## config.mk

```make
export PLATFORM = sky130hd
export DESIGN_NAME = mem_stall_ctrl_flat
export DESIGN_NICKNAME = d
export VERILOG_FILES = /design/src/rtl/core_pkg.sv /design/src/rtl/mem_stall_ctrl_if.sv /design/src/rtl/mem_stall_ctrl_align.sv /design/src/rtl/mem_stall_ctrl.sv /design/src/flat_wrapper.sv
export SDC_FILE = /design/constraint.sdc
export NUM_CORES = 1
export LEC_CHECK = 0
export BUFFER_PORTS_ARGS = -buffer_cell sky130_fd_sc_hd__buf_4
export CORE_ASPECT_RATIO = 1.5
export CORE_MARGIN = 3
export CORE_UTILIZATION = 35
export DETAILED_ROUTE_END_ITERATION = 7
export PLACE_DENSITY = 0.63
export SYNTH_ARGS = -nofsm -noshare
export SYNTH_HDL_FRONTEND = slang
export SYNTH_SLANG_ARGS = --single-unit
```

## constraint.sdc

```tcl
create_clock -name clk -period 4.4 [get_ports clk]
set_input_delay 0.88 -clock clk [delete_from_list [all_inputs] [get_ports clk]]
set_output_delay 0.88 -clock clk [all_outputs]
set_load 0.05 [all_outputs]
```

## src/rtl/core_pkg.sv

```systemverilog
// Shared encodings for the MEM-stage data-memory controller.
package core_pkg;

    localparam logic [2:0] F3_B  = 3'b000;
    localparam logic [2:0] F3_H  = 3'b001;
    localparam logic [2:0] F3_W  = 3'b010;
    localparam logic [2:0] F3_BU = 3'b100;
    localparam logic [2:0] F3_HU = 3'b101;

    typedef enum logic [1:0] {
        IDLE = 2'd0,
        REQ  = 2'd1,
        DONE = 2'd2
    } mem_state_t;

endpackage

```

## src/rtl/mem_stall_ctrl_if.sv

```systemverilog
// Multi-cycle data bus between the MEM-stage controller (master) and the data slave.
interface mem_stall_ctrl_if #(
    parameter int ADDR_WIDTH = 32
);
    logic                  bus_req;
    logic                  bus_we;
    logic [ADDR_WIDTH-1:0] bus_addr;
    logic [3:0]            bus_be;
    logic [31:0]           bus_wdata;
    logic                  bus_ack;
    logic [31:0]           bus_rdata;

    modport master (
        output bus_req, bus_we, bus_addr, bus_be, bus_wdata,
        input  bus_ack, bus_rdata
    );

    modport slave (
        input  bus_req, bus_we, bus_addr, bus_be, bus_wdata,
        output bus_ack, bus_rdata
    );
endinterface

```

## src/rtl/mem_stall_ctrl_align.sv

```systemverilog
// Byte-lane steering for stores, misalignment detection, and load extension.
module load_store_align
    import core_pkg::*;
(
    input  logic [2:0]  funct3,
    input  logic [1:0]  addr_lo,
    input  logic        is_write,
    input  logic [31:0] wdata,
    output logic [3:0]  be,
    output logic [31:0] wdata_lane,
    output logic        misaligned,
    input  logic [2:0]  ld_funct3,
    input  logic [1:0]  ld_addr_lo,
    input  logic [31:0] ld_word,
    output logic [31:0] ld_data
);
    logic [7:0]  ld_byte;
    logic [15:0] ld_half;

    always_comb begin
        be         = 4'hF;
        wdata_lane = wdata;
        misaligned = 1'b0;
        case (funct3)
            F3_B, F3_BU: begin
                if (is_write) begin
                    be         = 4'b0001 << addr_lo;
                    wdata_lane = {4{wdata[7:0]}};
                end
            end
            F3_H, F3_HU: begin
                misaligned = addr_lo[0];
                if (is_write) begin
                    be         = addr_lo[1] ? 4'b1100 : 4'b0011;
                    wdata_lane = {2{wdata[15:0]}};
                end
            end
            F3_W:    misaligned = (addr_lo != 2'b00);
            default: ;
        endcase
    end

    always_comb begin
        case (ld_addr_lo)
            2'd0:    ld_byte = ld_word[7:0];
            2'd1:    ld_byte = ld_word[15:8];
            2'd2:    ld_byte = ld_word[23:16];
            default: ld_byte = ld_word[31:24];
        endcase
        ld_half = ld_addr_lo[1] ? ld_word[31:16] : ld_word[15:0];
        case (ld_funct3)
            F3_B:    ld_data = {{24{ld_byte[7]}}, ld_byte};
            F3_BU:   ld_data = {24'b0, ld_byte};
            F3_H:    ld_data = {{16{ld_half[15]}}, ld_half};
            F3_HU:   ld_data = {16'b0, ld_half};
            default: ld_data = ld_word;
        endcase
    end
endmodule

```

## src/rtl/mem_stall_ctrl.sv

```systemverilog
// MEM-stage data-memory port controller: turns single-cycle load/store requests
// into req/ack bus transactions and freezes the pipeline while one is in flight.
//
// state | meaning
// IDLE  | no transaction; stall follows a valid access request
// REQ   | bus_req held, waiting for ack or timeout
// DONE  | result/error presented for one cycle, pipeline advances
module mem_stall_ctrl
    import core_pkg::*;
#(
    parameter int TIMEOUT_CYCLES = 16,
    parameter int ADDR_WIDTH     = 32
) (
    input  logic                  clk,
    input  logic                  reset,
    input  logic                  mem_read,
    input  logic                  mem_write,
    input  logic [2:0]            mem_funct3,
    input  logic [ADDR_WIDTH-1:0] mem_addr,
    input  logic [31:0]           mem_wdata,
    output logic [31:0]           mem_rdata,
    output logic                  stall_all,
    output logic                  misaligned,
    output logic                  bus_err,
    mem_stall_ctrl_if.master      bus
);
    localparam int CW = $clog2(TIMEOUT_CYCLES + 1);
    localparam logic [CW-1:0] CNT_LAST = CW'(TIMEOUT_CYCLES - 1);
    localparam logic [CW-1:0] CNT_MAX  = CW'(TIMEOUT_CYCLES);

    mem_state_t    state, state_nxt;
    logic [CW-1:0] cnt;
    logic [31:0]   rdata_q;
    logic          err_q;
    logic [2:0]    f3_q;
    logic [1:0]    lo_q;

    logic          mis_raw, access, capture, ack_take, timeout;
    logic [3:0]    lane_be;
    logic [31:0]   lane_wdata, ld_data;

    load_store_align u_align (
        .funct3     (mem_funct3),
        .addr_lo    (mem_addr[1:0]),
        .is_write   (mem_write),
        .wdata      (mem_wdata),
        .be         (lane_be),
        .wdata_lane (lane_wdata),
        .misaligned (mis_raw),
        .ld_funct3  (f3_q),
        .ld_addr_lo (lo_q),
        .ld_word    (rdata_q),
        .ld_data    (ld_data)
    );

    assign misaligned = mis_raw & (mem_read | mem_write);
    assign access     = (mem_read | mem_write) & ~mis_raw;
    assign mem_rdata  = (state == DONE) ? ld_data : 32'h0;
    assign bus_err    = (state == DONE) & err_q;

    always_comb begin
        state_nxt = state;
        stall_all = 1'b0;
        capture   = 1'b0;
        ack_take  = 1'b0;
        timeout   = 1'b0;
        case (state)
            IDLE: begin
                stall_all = access;
                if (access) begin
                    capture   = 1'b1;
                    state_nxt = REQ;
                end
            end
            REQ: begin
                stall_all = 1'b1;
                // ack wins over a timeout landing in the same cycle
                if (bus.bus_ack) begin
                    ack_take  = 1'b1;
                    state_nxt = DONE;
                end else if (cnt == CNT_LAST) begin
                    timeout   = 1'b1;
                    state_nxt = DONE;
                end
            end
            DONE:    state_nxt = IDLE;
            default: state_nxt = IDLE;
        endcase
    end

    always_ff @(posedge clk) begin
        if (reset) begin
            state         <= IDLE;
            cnt           <= '0;
            rdata_q       <= '0;
            err_q         <= 1'b0;
            f3_q          <= '0;
            lo_q          <= '0;
            bus.bus_req   <= 1'b0;
            bus.bus_we    <= 1'b0;
            bus.bus_addr  <= '0;
            bus.bus_be    <= '0;
            bus.bus_wdata <= '0;
        end else begin
            state <= state_nxt;
            if (capture) begin
                bus.bus_req   <= 1'b1;
                bus.bus_we    <= mem_write;
                bus.bus_addr  <= {mem_addr[ADDR_WIDTH-1:2], 2'b00};
                bus.bus_be    <= lane_be;
                bus.bus_wdata <= mem_write ? lane_wdata : 32'h0;
                f3_q          <= mem_funct3;
                lo_q          <= mem_addr[1:0];
                cnt           <= '0;
                err_q         <= 1'b0;
            end else if (state == REQ) begin
                if (cnt != CNT_MAX) cnt <= cnt + 1'b1;
                if (ack_take) begin
                    bus.bus_req <= 1'b0;
                    rdata_q     <= bus.bus_rdata;
                    err_q       <= 1'b0;
                end else if (timeout) begin
                    bus.bus_req <= 1'b0;
                    rdata_q     <= '0;
                    err_q       <= 1'b1;
                end
            end
        end
    end
endmodule
```

## src/flat_wrapper.sv

```systemverilog
// flat-port wrapper written by rule: the top's interface ports become plain ports
module mem_stall_ctrl_flat import core_pkg::*;
#(
    parameter int TIMEOUT_CYCLES = 16,
    parameter int ADDR_WIDTH     = 32
)
  (clk, reset, mem_read, mem_write, mem_funct3, mem_addr, mem_wdata, mem_rdata, stall_all, misaligned, bus_err, bus_bus_req, bus_bus_we, bus_bus_addr, bus_bus_be, bus_bus_wdata, bus_bus_ack, bus_bus_rdata);
  mem_stall_ctrl_if #(.ADDR_WIDTH(ADDR_WIDTH)) bus_i ();
  input  logic clk;
  input  logic reset;
  input  logic mem_read;
  input  logic mem_write;
  input  logic [2:0] mem_funct3;
  input  logic [ADDR_WIDTH-1:0] mem_addr;
  input  logic [31:0] mem_wdata;
  output logic [31:0] mem_rdata;
  output logic stall_all;
  output logic misaligned;
  output logic bus_err;
  output wire logic [$bits(bus_i.bus_req)-1:0] bus_bus_req;
  output wire logic [$bits(bus_i.bus_we)-1:0] bus_bus_we;
  output wire logic [$bits(bus_i.bus_addr)-1:0] bus_bus_addr;
  output wire logic [$bits(bus_i.bus_be)-1:0] bus_bus_be;
  output wire logic [$bits(bus_i.bus_wdata)-1:0] bus_bus_wdata;
  input wire logic [$bits(bus_i.bus_ack)-1:0] bus_bus_ack;
  input wire logic [$bits(bus_i.bus_rdata)-1:0] bus_bus_rdata;
  assign bus_bus_req = bus_i.bus_req;
  assign bus_bus_we = bus_i.bus_we;
  assign bus_bus_addr = bus_i.bus_addr;
  assign bus_bus_be = bus_i.bus_be;
  assign bus_bus_wdata = bus_i.bus_wdata;
  assign bus_i.bus_ack = bus_bus_ack;
  assign bus_i.bus_rdata = bus_bus_rdata;
  mem_stall_ctrl #(.TIMEOUT_CYCLES(TIMEOUT_CYCLES), .ADDR_WIDTH(ADDR_WIDTH)) u_core (.clk(clk), .reset(reset), .mem_read(mem_read), .mem_write(mem_write), .mem_funct3(mem_funct3), .mem_addr(mem_addr), .mem_wdata(mem_wdata), .mem_rdata(mem_rdata), .stall_all(stall_all), .misaligned(misaligned), .bus_err(bus_err), .bus(bus_i));
endmodule
```

Word-level counts from Yosys, hierarchy flattened
Cells that the tools add are included.

Logic and storage cells: 81. Bits of input ports: 104. Output and inout bits: 105. Bits in registers: 113.

Equality and inequality tests: 15. Shift-type cells: 1. $add $sub $neg: 1. Reduce and logical (&&, ||, !) cells: 16. Multiplexer cells: 31. Bitwise operators: 6.

Operators by type and width (count): 2-to-1 mux 32 bit (4); one-hot mux 32 bit (4 select lines) (1); one-hot mux 32 bit (2 select lines) (1); one-hot mux 8 bit (3 select lines) (1); 2-to-1 mux 16 bit (1); 2-to-1 mux 1 bit (13); equality test 3 bit, second input constant (4); 2-to-1 mux 4 bit (3); one-hot mux 4 bit (2 select lines) (1); AND reduction 2 bit (4); equality test 3 x 1 -> 1 bit, second input constant (2); zero test 3 bit (2); 2-to-1 mux 2 bit (3); nonzero test 2 bit (3); OR reduction 2 bit (3); adder 5 x 1 -> 5 bit, second input constant (1); equality test 5 x 4 -> 1 bit, second input constant (1); inequality test 5 bit, second input constant (1); equality test 2 x 1 -> 1 bit, second input constant (2); equality test 2 bit, second input constant (2); zero test 2 bit (2); one-hot mux 1 bit (2 select lines) (2); one-hot mux 2 bit (2 select lines) (1); left shift 1 x 2 -> 4 bit, first input constant (1); 8 further kinds (11).

Longest topological paths before layout
Gate-level depths: netlist of run 1.

Depth in word-level cells: 9. Gate-level depth with buffers: 7. Depth with buffers taken out: 6.

Modules after synthesis
Synthesis of run 1 repeated with hierarchy kept, for this count alone.

Cells, all modules: 677. Area total of the unflattened synthesis: 5595.4 um^2.

Modules (own cells, without submodules): mem_stall_ctrl (cells each 486, area each 4315.4 um^2, instances 1, sequential area each 2262.2 um^2); load_store_align (cells each 191, area each 1280.0 um^2, instances 1, sequential area each 0.0 um^2).

Least setup slack after synthesis of run 1
Ideal clock, no wire load.

Path type: input port to output port. From: input mem_funct3[1]. To: output misaligned. Data required time: 3.520 ns. Data arrival time: 2.346 ns. Cell stages on the path: 6. Setup slack: 1.174 ns. Path buffers: 3. Cell sequence: buf_4 > nand3b_2 > o31a_1 > buf_2 > buf_2 > nor2_1.

Longest elaborated chain between the ends: 4. Elaborated cells on any way between the ends: 6. Classes of those cells: eq/ne (3); mux (1); bitwise (1); reduce/logical (1).

Ends and longest elaborated chain: from (decl) (RTL line flat_wrapper.sv:13) `input logic [2:0] mem_funct3;`; equality test 3 x 1 -> 1 bit or equality test 3 bit (tied branches) (RTL line mem_stall_ctrl_align.sv:24) `case (funct3)`; OR reduction 2 bit (RTL line mem_stall_ctrl_align.sv:24); one-hot mux 1 bit (2 select lines) * (RTL line mem_stall_ctrl_align.sv:24); AND 1 bit * (RTL line mem_stall_ctrl.sv:56) `assign misaligned = mis_raw & (mem_read | mem_write);`; to (decl) (RTL line flat_wrapper.sv:18) `output logic misaligned;`.

Mark *: on every way between the ends. The rest lies on a longest branch, timed or not.

Worst setup path in the final report of run 1
From: register u_core.lo_q[1]. To: output mem_rdata[4].

Longest elaborated chain between the ends: 4. Elaborated cells on any way between the ends: 7. Classes of those cells: eq/ne (2); mux (4); reduce/logical (1).

Ends and longest elaborated chain: from (decl) (RTL line mem_stall_ctrl.sv:36) `logic [1:0] lo_q;`; from (signal assigned) (RTL line mem_stall_ctrl.sv:113) `lo_q <= mem_addr[1:0];`; equality test 2 bit, or another cell as far along (RTL line mem_stall_ctrl_align.sv:44) `case (ld_addr_lo)`; one-hot mux 8 bit (3 select lines) (RTL line mem_stall_ctrl_align.sv:44); one-hot mux 32 bit (4 select lines) * (RTL line mem_stall_ctrl_align.sv:51) `case (ld_funct3)`; 2-to-1 mux 32 bit * (RTL line mem_stall_ctrl.sv:58) `assign mem_rdata = (state == DONE) ? ld_data : 32'h0;`; to (decl) (RTL line flat_wrapper.sv:16) `output logic [31:0] mem_rdata;`.

Marked as above.

==> results of run 1 <==
layout make-up:
class                           count  area share
Multi-Input combinational cell    471       0.366
Sequential cell                   113       0.299
Timing Repair Buffer              213       0.212
Clock buffer                       19      0.0586
Tap cell                          196      0.0325
Clock inverter                     13      0.0276
Inverter                            8     0.00397
per-layer routing:
| layer | wire, um | GRT usage | share of wire |
|---|---|---|---|
| met2 | 9430 | 0.375 | 0.53 |
| met4 | 348 | 0.0689 | 0.020 |
| met1 | 6650 | 0.225 | 0.37 |
| met3 | 1320 | 0.0607 | 0.075 |
| met5 | 0 | 0 | 0 |
cell families after synthesis:
logic type | after synthesis | synth area share
AOI/OAI and AO/OA | 214 | 0.230
and+or+nand+nor | 213 | 0.201
DFF | 113 | 0.423
buffers and inverters | 74 | 0.0618
muxes | 37 | 0.0731
adders and majority gates | 3 | 0.00703
xor gates and xnor gates | 2 | 0.00328
other | 1 | 0.000702
placed cells by master, fill, tap and decap left out, types with 2 or more instances in the layout:
master	instances
sky130_fd_sc_hd__nand4_1	33
sky130_fd_sc_hd__clkbuf_16	17
sky130_fd_sc_hd__nor3_1	9
sky130_fd_sc_hd__conb_1	2
sky130_fd_sc_hd__dfxtp_1	113
sky130_fd_sc_hd__a311oi_1	3
sky130_fd_sc_hd__o21ai_0	63
sky130_fd_sc_hd__a22oi_1	40
sky130_fd_sc_hd__ha_1	3
sky130_fd_sc_hd__buf_4	213
sky130_fd_sc_hd__a31oi_1	2
sky130_fd_sc_hd__a21oi_1	69
sky130_fd_sc_hd__mux2i_1	21
sky130_fd_sc_hd__inv_1	8
sky130_fd_sc_hd__nand3_1	51
sky130_fd_sc_hd__mux2_2	16
sky130_fd_sc_hd__bufinv_16	5
sky130_fd_sc_hd__and3_1	2
sky130_fd_sc_hd__nor2b_1	7
sky130_fd_sc_hd__a211oi_1	7
sky130_fd_sc_hd__nand2_1	38
sky130_fd_sc_hd__nor2_4	2
sky130_fd_sc_hd__and2_1	2
sky130_fd_sc_hd__clkinv_2	2
sky130_fd_sc_hd__clkinv_4	2
sky130_fd_sc_hd__nand2b_1	14
sky130_fd_sc_hd__nor2_1	47
sky130_fd_sc_hd__o21ai_1	24
sky130_fd_sc_hd__clkinvlp_4	3
path summary, 6_finish.rpt:
check / slack (ns) / to / depth (start not counted) / start
setup / recovery: 1.10 / mem_rdata[4] / 5 / u_core.lo_q[1]
setup reg to reg: 2.02 / u_core.rdata_q[8] / 4 / u_core.state[0]
hold reg to reg: 0.47 / u_core.bus.bus_req / 2 / u_core.bus.bus_req
hold / removal: 0.47 / u_core.bus.bus_req / 2 / u_core.bus.bus_req
metrics by stage:
step	cell area, um^2	instances	power [uW]
after floorplan	5350	658	1580
after global placement	6910	1001	1790
after detailed placement	6910	1001	1800
after CTS	7560	1033	3310
after global routing	7560	1033	3420
final	7560	1033	3280
worst max-delay path, cell delays in order, from the launching register on:
cell                       delay (ns)
sky130_fd_sc_hd__dfxtp_1         0.76
sky130_fd_sc_hd__inv_1           0.13
sky130_fd_sc_hd__a21oi_1         0.53
sky130_fd_sc_hd__nor2_1          0.09
sky130_fd_sc_hd__a211oi_1        0.25
sky130_fd_sc_hd__buf_4           0.25
sequential cells by signal (all words and copies together) (netlist names):
signal / cells
u_core.lo_q: 2
u_core.bus.bus_we: 1
u_core.bus.bus_req: 1
u_core.state: 2
u_core.bus.bus_wdata: 32
u_core.cnt: 5
u_core.err_q: 1
u_core.bus.bus_be: 4
u_core.f3_q: 3
u_core.rdata_q: 32
u_core.bus.bus_addr: 30
where the power goes:
part / internal, uW / total (uW) / leakage [uW] / switching (uW)
sequential: 1090 / 1150 / 0.000923 / 53.4
combinational: 220 / 637 / 0.00196 / 416
clock: 1020 / 1500 / 0.000310 / 479
==> summary.txt, run 1 <==
Timing
  – Total negative setup slack: 0 ns
  – Max-slew headroom: 0.189
  – Min Hold Slack: 0.469 ns
  – Time the final worst path needs with I/O delays and setup: 3.30 ns
  – Highest Clock Rate: 303 MHz
  – RSZ-0062 raised after global routing: no
  – Hold Vio Cnt, Final: 0
  – Fraction of the cycle the final worst path needs: 0.751
  – Fin. max-slew vios: 0
  – Count of endpoints failing setup in the final report: 0
  – Smallest setup slack after layout: 1.10 ns
  – Clock Skews: 0.00975 ns
  – Slew at the pin closest to its max-slew limit: 1.22 ns

Yosys
  – Fraction of registers with async set or reset after synthesis: 0
  – Most used DFF post-synth: sky130_fd_sc_hd__dfxtp_1
  – Top cell type by total area after synthesis: sky130_fd_sc_hd__dfxtp_1
  – Fraction of post-synthesis cell area in the top cell type by area: 0.423
  – Count leader, synth: sky130_fd_sc_hd__dfxtp_1
  – Number of distinct library cells after synthesis: 41
  – Mapped Avg Cell Area: 8.13 um^2
  – Number of storage elements in the synthesis netlist: 113
  – Number of flops mapped to enable cells by yosys: 0
  – Number of cells produced by synthesis: 657
  – Synthesized area: 5340 um^2
  – Number of synthesis warnings: 0
  – Share of the yosys chip area belonging to registers: 0.423
  – Synth cell count leaders: 113 x sky130_fd_sc_hd__dfxtp_1, 69 x sky130_fd_sc_hd__a21oi_1, 63 x sky130_fd_sc_hd__o21ai_0
  – Cells taking the most area after synthesis: sky130_fd_sc_hd__dfxtp_1 42%, sky130_fd_sc_hd__a21oi_1 6.5%, sky130_fd_sc_hd__o21ai_0 5.9%

Layout
  – Net total in the final layout: 931
  – Share of post-route cells with drive strength above 1: 0.321
  – Final core area utilization: 0.513
  – Multi-input logic area: 2770 um^2
  – Synthesis-to-finish area growth: 41.5%
  – Antenna fix cells: 0
  – Number of fillers in the final layout: 1408
  – Register area: 2260 um^2

Detailed routing
  – DRC violation count after routing: 0
  – Pre-Repair DR Iteration Count: 5
  – Number of design-rule violations left by the first detailed-router iteration: 280
  – Overall routed net length: 17800 um
  – Antenna viol nets, final: 0
  – Post-detailed-route wirelength per cell: 17.2 um
  – Per-cell via count in the routed design: 5.40
  – Vias after detailed routing: 5577

Clock network
  – TritonCTS Buffers: 17
  – Root buffer cell: sky130_fd_sc_hd__clkbuf_16
  – Clock slew seen by the registers of the worst setup and hold paths: 0.05 ns
  – Buffers inserted during post-CTS setup optimization: 0
  – Total clock sinks: 113
  – Clock tree buffer depth: 2
  – Insertion delay of the later-clocked pin in the worst-skew pair: 0.40 ns
  – Post-cts sizing count: 0
  – TritonCTS clock tree: yes
  – H-tree levels: 4
  – Hold-fix buffers at CTS: 0

Global route
  – Total track usage: 0.205
  – Antenna violations before repair: 0
  – Largest net degree at the start of global routing: 74
  – GRT overflow: 0
  – Wire length of the first global-routing pass: 27600 um
  – Vias in the first global route: 5350

Power and ir drop
  – P_leak: 0.00319 uW
  – Worst voltage drop across the vdd grid: 0.224 mV
  – Cell area power density: 434 nW/um^2

Critical path
  – Kind of launch point of the worst setup path: register
  – Endpoint required time on the critical path: 3.52 ns
  – Critical path data arrival time: 2.42 ns
  – Worst Path Class, Setup: register to output pin
  – Endpoint class of the critical path: output pin
  – Highest fanout seen on the critical path: 14

Die
  – Die Span Y: 157 um
  – Core Rows: 54
  – Initial Utilization: 0.363
  – Boundary Pins: 209
  – Horizontal die dimension: 107 um
  – Die Area: 16800 um^2
  – CORE AREA: 14700 um^2

Placed design
  – Setup WS pre-CTS: 1.29 ns
  – Port buffer count: 206
  – Final estimated routing congestion in global placement: 0.879
  – Placed wire-length estimate: 12600 um

Min path
  – Hold Crit Class: register to register

Run status
  – Result of the run: completed

Run
  – Number of max-capacitance violations reported: 0
No activity file was read; power rests on OpenSTA's default activity.
==> run 2: changes to the inputs <==
Clock period 4.4 ns to 3.4 ns, I/O delays scaled along.
==> summary.txt, run 2 (synthesis gave the netlist of run 1 again) <==
Detailed routing
  – Pre-Repair DR Iteration Count: 5
  – Length of routed met3 wiring: 1220 um
  – Overall routed net length: 17900 um
  – Total length of routed met2 wires: 9500 um
  – Post-detailed-route wirelength per cell: 17.3 um
  – Per-cell via count in the routed design: 5.39
  – Number of design-rule violations left by the first detailed-router iteration: 384
  – Antenna viol nets, final: 0
  – Routed length on met1: 6770 um
  – Highest layer used for signal routing: met4
  – DRC violation count after routing: 0
  – Vias after detailed routing: 5582

Layout
  – Number of fillers in the final layout: 1455
  – Registers with the most flip-flops: u_core.bus.bus_wdata x32, u_core.rdata_q x32, u_core.bus.bus_addr x30
  – Finished Layout Cells: 1035
  – Synthesis-to-finish area growth: 40.8%
  – Multi-input logic area: 2770 um^2
  – Most common library cell in the layout ignoring fill and taps: sky130_fd_sc_hd__buf_4
  – Commonest cells after routing, fill and taps aside: 214 x sky130_fd_sc_hd__buf_4, 113 x sky130_fd_sc_hd__dfxtp_1, 69 x sky130_fd_sc_hd__a21oi_1, 63 x sky130_fd_sc_hd__o21ai_0, 51 x sky130_fd_sc_hd__nand3_1
  – Antenna fix cells: 0
  – Final Cell Area: 7520 um^2
  – Register area: 2260 um^2
  – Net total in the final layout: 934
  – Share of post-route cells with drive strength above 1: 0.322

Critical path
  – End of the worst register-to-register path: u_core.rdata_q[10]
  – Number of cells traversed by the worst register-to-register path: 7
  – Worst reg2reg path startpoint: u_core.cnt[0]
  – Critical path data arrival time: 2.41 ns
  – Highest fanout seen on the critical path: 16
  – Critical Path Source: u_core.lo_q[1]
  – Kind of launch point of the worst setup path: register
  – Endpoint required time on the critical path: 2.72 ns
  – Worst Path Class, Setup: register to output pin
  – Endpoint class of the critical path: output pin
  – Critical path endpoint: mem_rdata[29]
  – Worst reg-to-reg setup slack: 1.19 ns

Run
  – Number of max-capacitance violations reported: 0

Clock network
  – Clock slew seen by the registers of the worst setup and hold paths: 0.05 ns
  – H-tree levels: 4
  – TritonCTS clock tree: yes
  – Total clock sinks: 113
  – Insertion delay of the later-clocked pin in the worst-skew pair: 0.40 ns
  – Clock tree buffer depth: 2
  – Root buffer cell: sky130_fd_sc_hd__clkbuf_16
  – Buffers inserted during post-CTS setup optimization: 0
  – Hold-fix buffers at CTS: 0
  – Post-cts sizing count: 0
  – TritonCTS Buffers: 17

Timing
  – Fin. max-slew vios: 0
  – Slew at the pin closest to its max-slew limit: 0.788 ns
  – Fraction of the cycle the final worst path needs: 0.908
  – Clock Skews: 0.0113 ns
  – Time the final worst path needs with I/O delays and setup: 3.09 ns
  – Total negative setup slack: 0 ns
  – Max-slew headroom: 0.475
  – RSZ-0062 raised after global routing: no
  – Highest Clock Rate: 324 MHz
  – Hold Vio Cnt, Final: 0
  – Count of endpoints failing setup in the final report: 0

Die
  – Core Rows: 54
  – Initial Utilization: 0.363
  – Die Area: 16800 um^2
  – Horizontal die dimension: 107 um
  – Die Span Y: 157 um
  – CORE AREA: 14700 um^2
  – Boundary Pins: 209

Run status
  – Result of the run: completed

Global route
  – GRT overflow: 0
  – Largest net degree at the start of global routing: 72
  – Vias in the first global route: 5482
  – Antenna violations before repair: 0
  – Total track usage: 0.208
  – Wire length of the first global-routing pass: 28200 um

Min path
  – Hold depth: 2
  – Hold Crit Class: register to register

Placed design
  – Placed Area: 6950 um^2
  – Number of placed instances, taps included: 1004
  – Placed wire-length estimate: 12900 um
  – Port buffer count: 206
  – Final estimated routing congestion in global placement: 0.938

Power and ir drop
  – Total chip power: 4020 uW
  – Cell area power density: 535 nW/um^2
  – Worst voltage drop across the vdd grid: 0.258 mV
  – P_leak: 0.00318 uW
## run 2: cell count changes in the layout (fill, tap and decap cells not counted), sizes merged
cell    change
buf         +3
clkbuf      +2
inv         -1
bufinv      -3
clkinv      +1
## run 2: area by class of cell
type,instances,area share
Multi-Input combinational cell,471,0.368
Sequential cell,113,0.301
Timing Repair Buffer,216,0.219
Clock buffer,21,0.0612
Tap cell,196,0.0326
Clock inverter,10,0.0148
Inverter,8,0.00399
## run 2: worst min path at each step
| stage | slack, ns | start | end |
|---|---|---|---|
| 6_report | 0.45 | u_core.bus.bus_req | u_core.bus.bus_req |
| 5_1_grt | 0.48 | u_core.bus.bus_req | u_core.bus.bus_req |
| 4_1_cts | 0.46 | u_core.bus.bus_req | u_core.bus.bus_req |
| 3_5_place_dp | 0.45 | u_core.bus.bus_req | u_core.bus.bus_req |
| 3_3_place_gp | 0.45 | u_core.bus.bus_req | u_core.bus.bus_req |
| 2_1_floorplan | 0.46 | u_core.f3_q[2] | u_core.f3_q[2] |
## run 2: per-layer routing
layer  up-vias  global-route usage
met5         -                   0
met4         0              0.0804
met3        32              0.0574
met2       214               0.376
met1      2618               0.230
li1       2718                   -
## run 2: critical path: stages, from the launching register on
cell and delay, ns:
sky130_fd_sc_hd__dfxtp_1 0.75, sky130_fd_sc_hd__mux2i_1 0.35, sky130_fd_sc_hd__nor2b_1 0.09, sky130_fd_sc_hd__nand2_1 0.42
sky130_fd_sc_hd__nand3_1 0.18, sky130_fd_sc_hd__buf_4 0.23
## run 2: per-stage QoR
| stage | hold slack [ns] | setup WS [ns] | utilization |
|---|---|---|---|
| 3_5_place_dp | 0.450 | 0.730 | 0.472 |
| 6_report | 0.453 | 0.313 | 0.511 |
| 3_3_place_gp | 0.450 | 0.740 | 0.472 |
| 4_1_cts | 0.456 | 0.353 | 0.511 |
| 5_1_grt | 0.479 | 0.127 | 0.511 |
| 2_1_floorplan | 0.459 | 0.574 | - |
## run 2: power breakdown
part	leakage (uW)	switching (uW)	total, uW	internal, uW
combinational	0.00198	542	838	295
sequential	0.000923	68.9	1480	1410
clock	0.000275	598	1710	1110
total	0.00318	1210	4020	2820
==> run 3: changes to the inputs <==
Clock period 3.4 ns to 3.6 ns, I/O delays scaled along.
==> summary.txt, run 3 (synthesis gave the netlist of run 1 again) <==
Run status
  – Result of the run: completed

Detailed routing
  – Number of design-rule violations left by the first detailed-router iteration: 332
  – Pre-Repair DR Iteration Count: 5
  – Post-detailed-route wirelength per cell: 17.3 um
  – Overall routed net length: 17900 um
  – Per-cell via count in the routed design: 5.47
  – Vias after detailed routing: 5658
  – DRC violation count after routing: 0
  – Antenna viol nets, final: 0

Die
  – CORE AREA: 14700 um^2
  – Horizontal die dimension: 107 um
  – Boundary Pins: 209
  – Core Rows: 54
  – Die Area: 16800 um^2
  – Die Span Y: 157 um
  – Initial Utilization: 0.363

Power and ir drop
  – Worst voltage drop across the vdd grid: 0.256 mV
  – Part of the power in the clock network: 0.428
  – Total net switching power: 1140 uW
  – Combinational share of power: 0.205
  – Total chip power: 3820 uW
  – Fraction of power spent switching nets: 0.300
  – Share of total power in sequential cells: 0.367
  – P_leak: 0.00318 uW
  – Cell area power density: 507 nW/um^2
  – Int Power: 2670 uW

Global route
  – GRT overflow: 0
  – Vias in the first global route: 5600
  – Largest net degree at the start of global routing: 74
  – Wire length of the first global-routing pass: 28000 um
  – Antenna violations before repair: 0
  – Total track usage: 0.208

Timing
  – Slew at the pin closest to its max-slew limit: 0.739 ns
  – RSZ-0062 raised after global routing: no
  – Count of endpoints failing setup in the final report: 0
  – Max-slew headroom: 0.507
  – Highest Clock Rate: 332 MHz
  – Total negative setup slack: 0 ns
  – Fraction of the cycle the final worst path needs: 0.836
  – Clock Skews: 0.00648 ns
  – Time the final worst path needs with I/O delays and setup: 3.01 ns
  – Hold Vio Cnt, Final: 0
  – Fin. max-slew vios: 0

Placed design
  – Port buffer count: 206
  – Placed wire-length estimate: 12800 um
  – Final estimated routing congestion in global placement: 0.967

Layout
  – Antenna fix cells: 0
  – Net total in the final layout: 934
  – Most common library cell in the layout ignoring fill and taps: sky130_fd_sc_hd__buf_4
  – Commonest cells after routing, fill and taps aside: 215 x sky130_fd_sc_hd__buf_4, 113 x sky130_fd_sc_hd__dfxtp_1, 69 x sky130_fd_sc_hd__a21oi_1, 63 x sky130_fd_sc_hd__o21ai_0, 51 x sky130_fd_sc_hd__nand3_1
  – Synthesis-to-finish area growth: 40.8%
  – Registers with the most flip-flops: u_core.bus.bus_wdata x32, u_core.rdata_q x32, u_core.bus.bus_addr x30
  – Share of post-route cells with drive strength above 1: 0.323

Critical path
  – Endpoint required time on the critical path: 2.88 ns
  – Worst reg-to-reg setup slack: 1.70 ns
  – Endpoint class of the critical path: output pin
  – Highest fanout seen on the critical path: 16
  – Critical Path Source: u_core.lo_q[1]
  – Critical path data arrival time: 2.29 ns
  – Worst Path Class, Setup: register to output pin
  – Kind of launch point of the worst setup path: register
  – Number of cells traversed by the worst register-to-register path: 4
  – End of the worst register-to-register path: u_core.bus.bus_be[3]
  – Worst reg2reg path startpoint: u_core.state[0]

Min path
  – Endpoint of the worst hold-timing path: u_core.bus.bus_req
  – Startpoint of the worst hold path: u_core.bus.bus_req
  – Hold Crit Class: register to register
  – Hold depth: 2

Clock network
  – Buffers inserted during post-CTS setup optimization: 0
  – Clock tree buffer depth: 2
  – Clock slew seen by the registers of the worst setup and hold paths: 0.05 ns
  – TritonCTS Buffers: 17
  – Insertion delay of the later-clocked pin in the worst-skew pair: 0.40 ns
  – TritonCTS clock tree: yes
  – Total clock sinks: 113
  – Post-cts sizing count: 0
  – H-tree levels: 4
  – Root buffer cell: sky130_fd_sc_hd__clkbuf_16
  – Hold-fix buffers at CTS: 0

Run
  – Number of max-capacitance violations reported: 0
## run 3: cell types whose count changed in the layout (fill, tap and decap cells not counted)
| cell | delta |
|---|---|
| sky130_fd_sc_hd__clkbuf_8 | +1 |
| sky130_fd_sc_hd__buf_12 | -1 |
| sky130_fd_sc_hd__buf_4 | +1 |
| sky130_fd_sc_hd__clkinv_4 | -1 |
| sky130_fd_sc_hd__clkinvlp_4 | +1 |
| sky130_fd_sc_hd__clkbuf_1 | -1 |
## run 3: worst max path at each step
stage | end | slack, ns | depth (start not counted)
3_3_place_gp | stall_all | 0.85 | 6
6_report | mem_rdata[23] | 0.59 | 5
4_1_cts | mem_rdata[23] | 0.60 | 5
3_5_place_dp | stall_all | 0.83 | 6
2_1_floorplan | misaligned | 0.69 | 6
5_1_grt | mem_rdata[22] | 0.39 | 5
## run 3: stage by stage
step           hold slack, ns  instances  setup WS, ns   util  area (um^2)
2_1_floorplan           0.459        658         0.694      -         5350
3_3_place_gp            0.451       1004         0.849  0.471         6940
3_5_place_dp            0.455       1004         0.826  0.471         6940
4_1_cts                 0.462       1035         0.600  0.511         7520
5_1_grt                 0.490       1035         0.392  0.511         7520
6_report                0.461       1035         0.589  0.511         7520
## run 3: area by class of cell
class                      count  area, um^2
fill                        1455        7210
tap                          196         245
clock buffer                  21         470
timing repair buffer         216        1630
clock inverter                10         110
multi-input combinational    471        2770
sequential                   113        2260
inverter                       8        30.0
## run 3: worst max-delay path: stages (launching register included)
cell and delay (ns):
sky130_fd_sc_hd__dfxtp_1 0.73, sky130_fd_sc_hd__mux2i_1 0.31, sky130_fd_sc_hd__nor2b_1 0.08, sky130_fd_sc_hd__nand2_1 0.40
sky130_fd_sc_hd__nand3_1 0.16, sky130_fd_sc_hd__buf_4 0.22
## run 3: metal layers
layer | GRT usage | up-vias | share of wire
li1 | - | 2726 | -
met1 | 0.226 | 2674 | 0.38
met2 | 0.373 | 226 | 0.52
met3 | 0.0566 | 32 | 0.069
met4 | 0.0987 | 0 | 0.031
met5 | 0 | - | 0
## run 3: power groups by stage
stage | sequential (uW) | combinational, uW | clock [uW]
after floorplan | 1590 | 337 | 0
after global placement | 1420 | 778 | 0
after detailed placement | 1420 | 787 | 0
after CTS | 1400 | 788 | 1670
after global routing | 1410 | 844 | 1740
final | 1400 | 784 | 1630
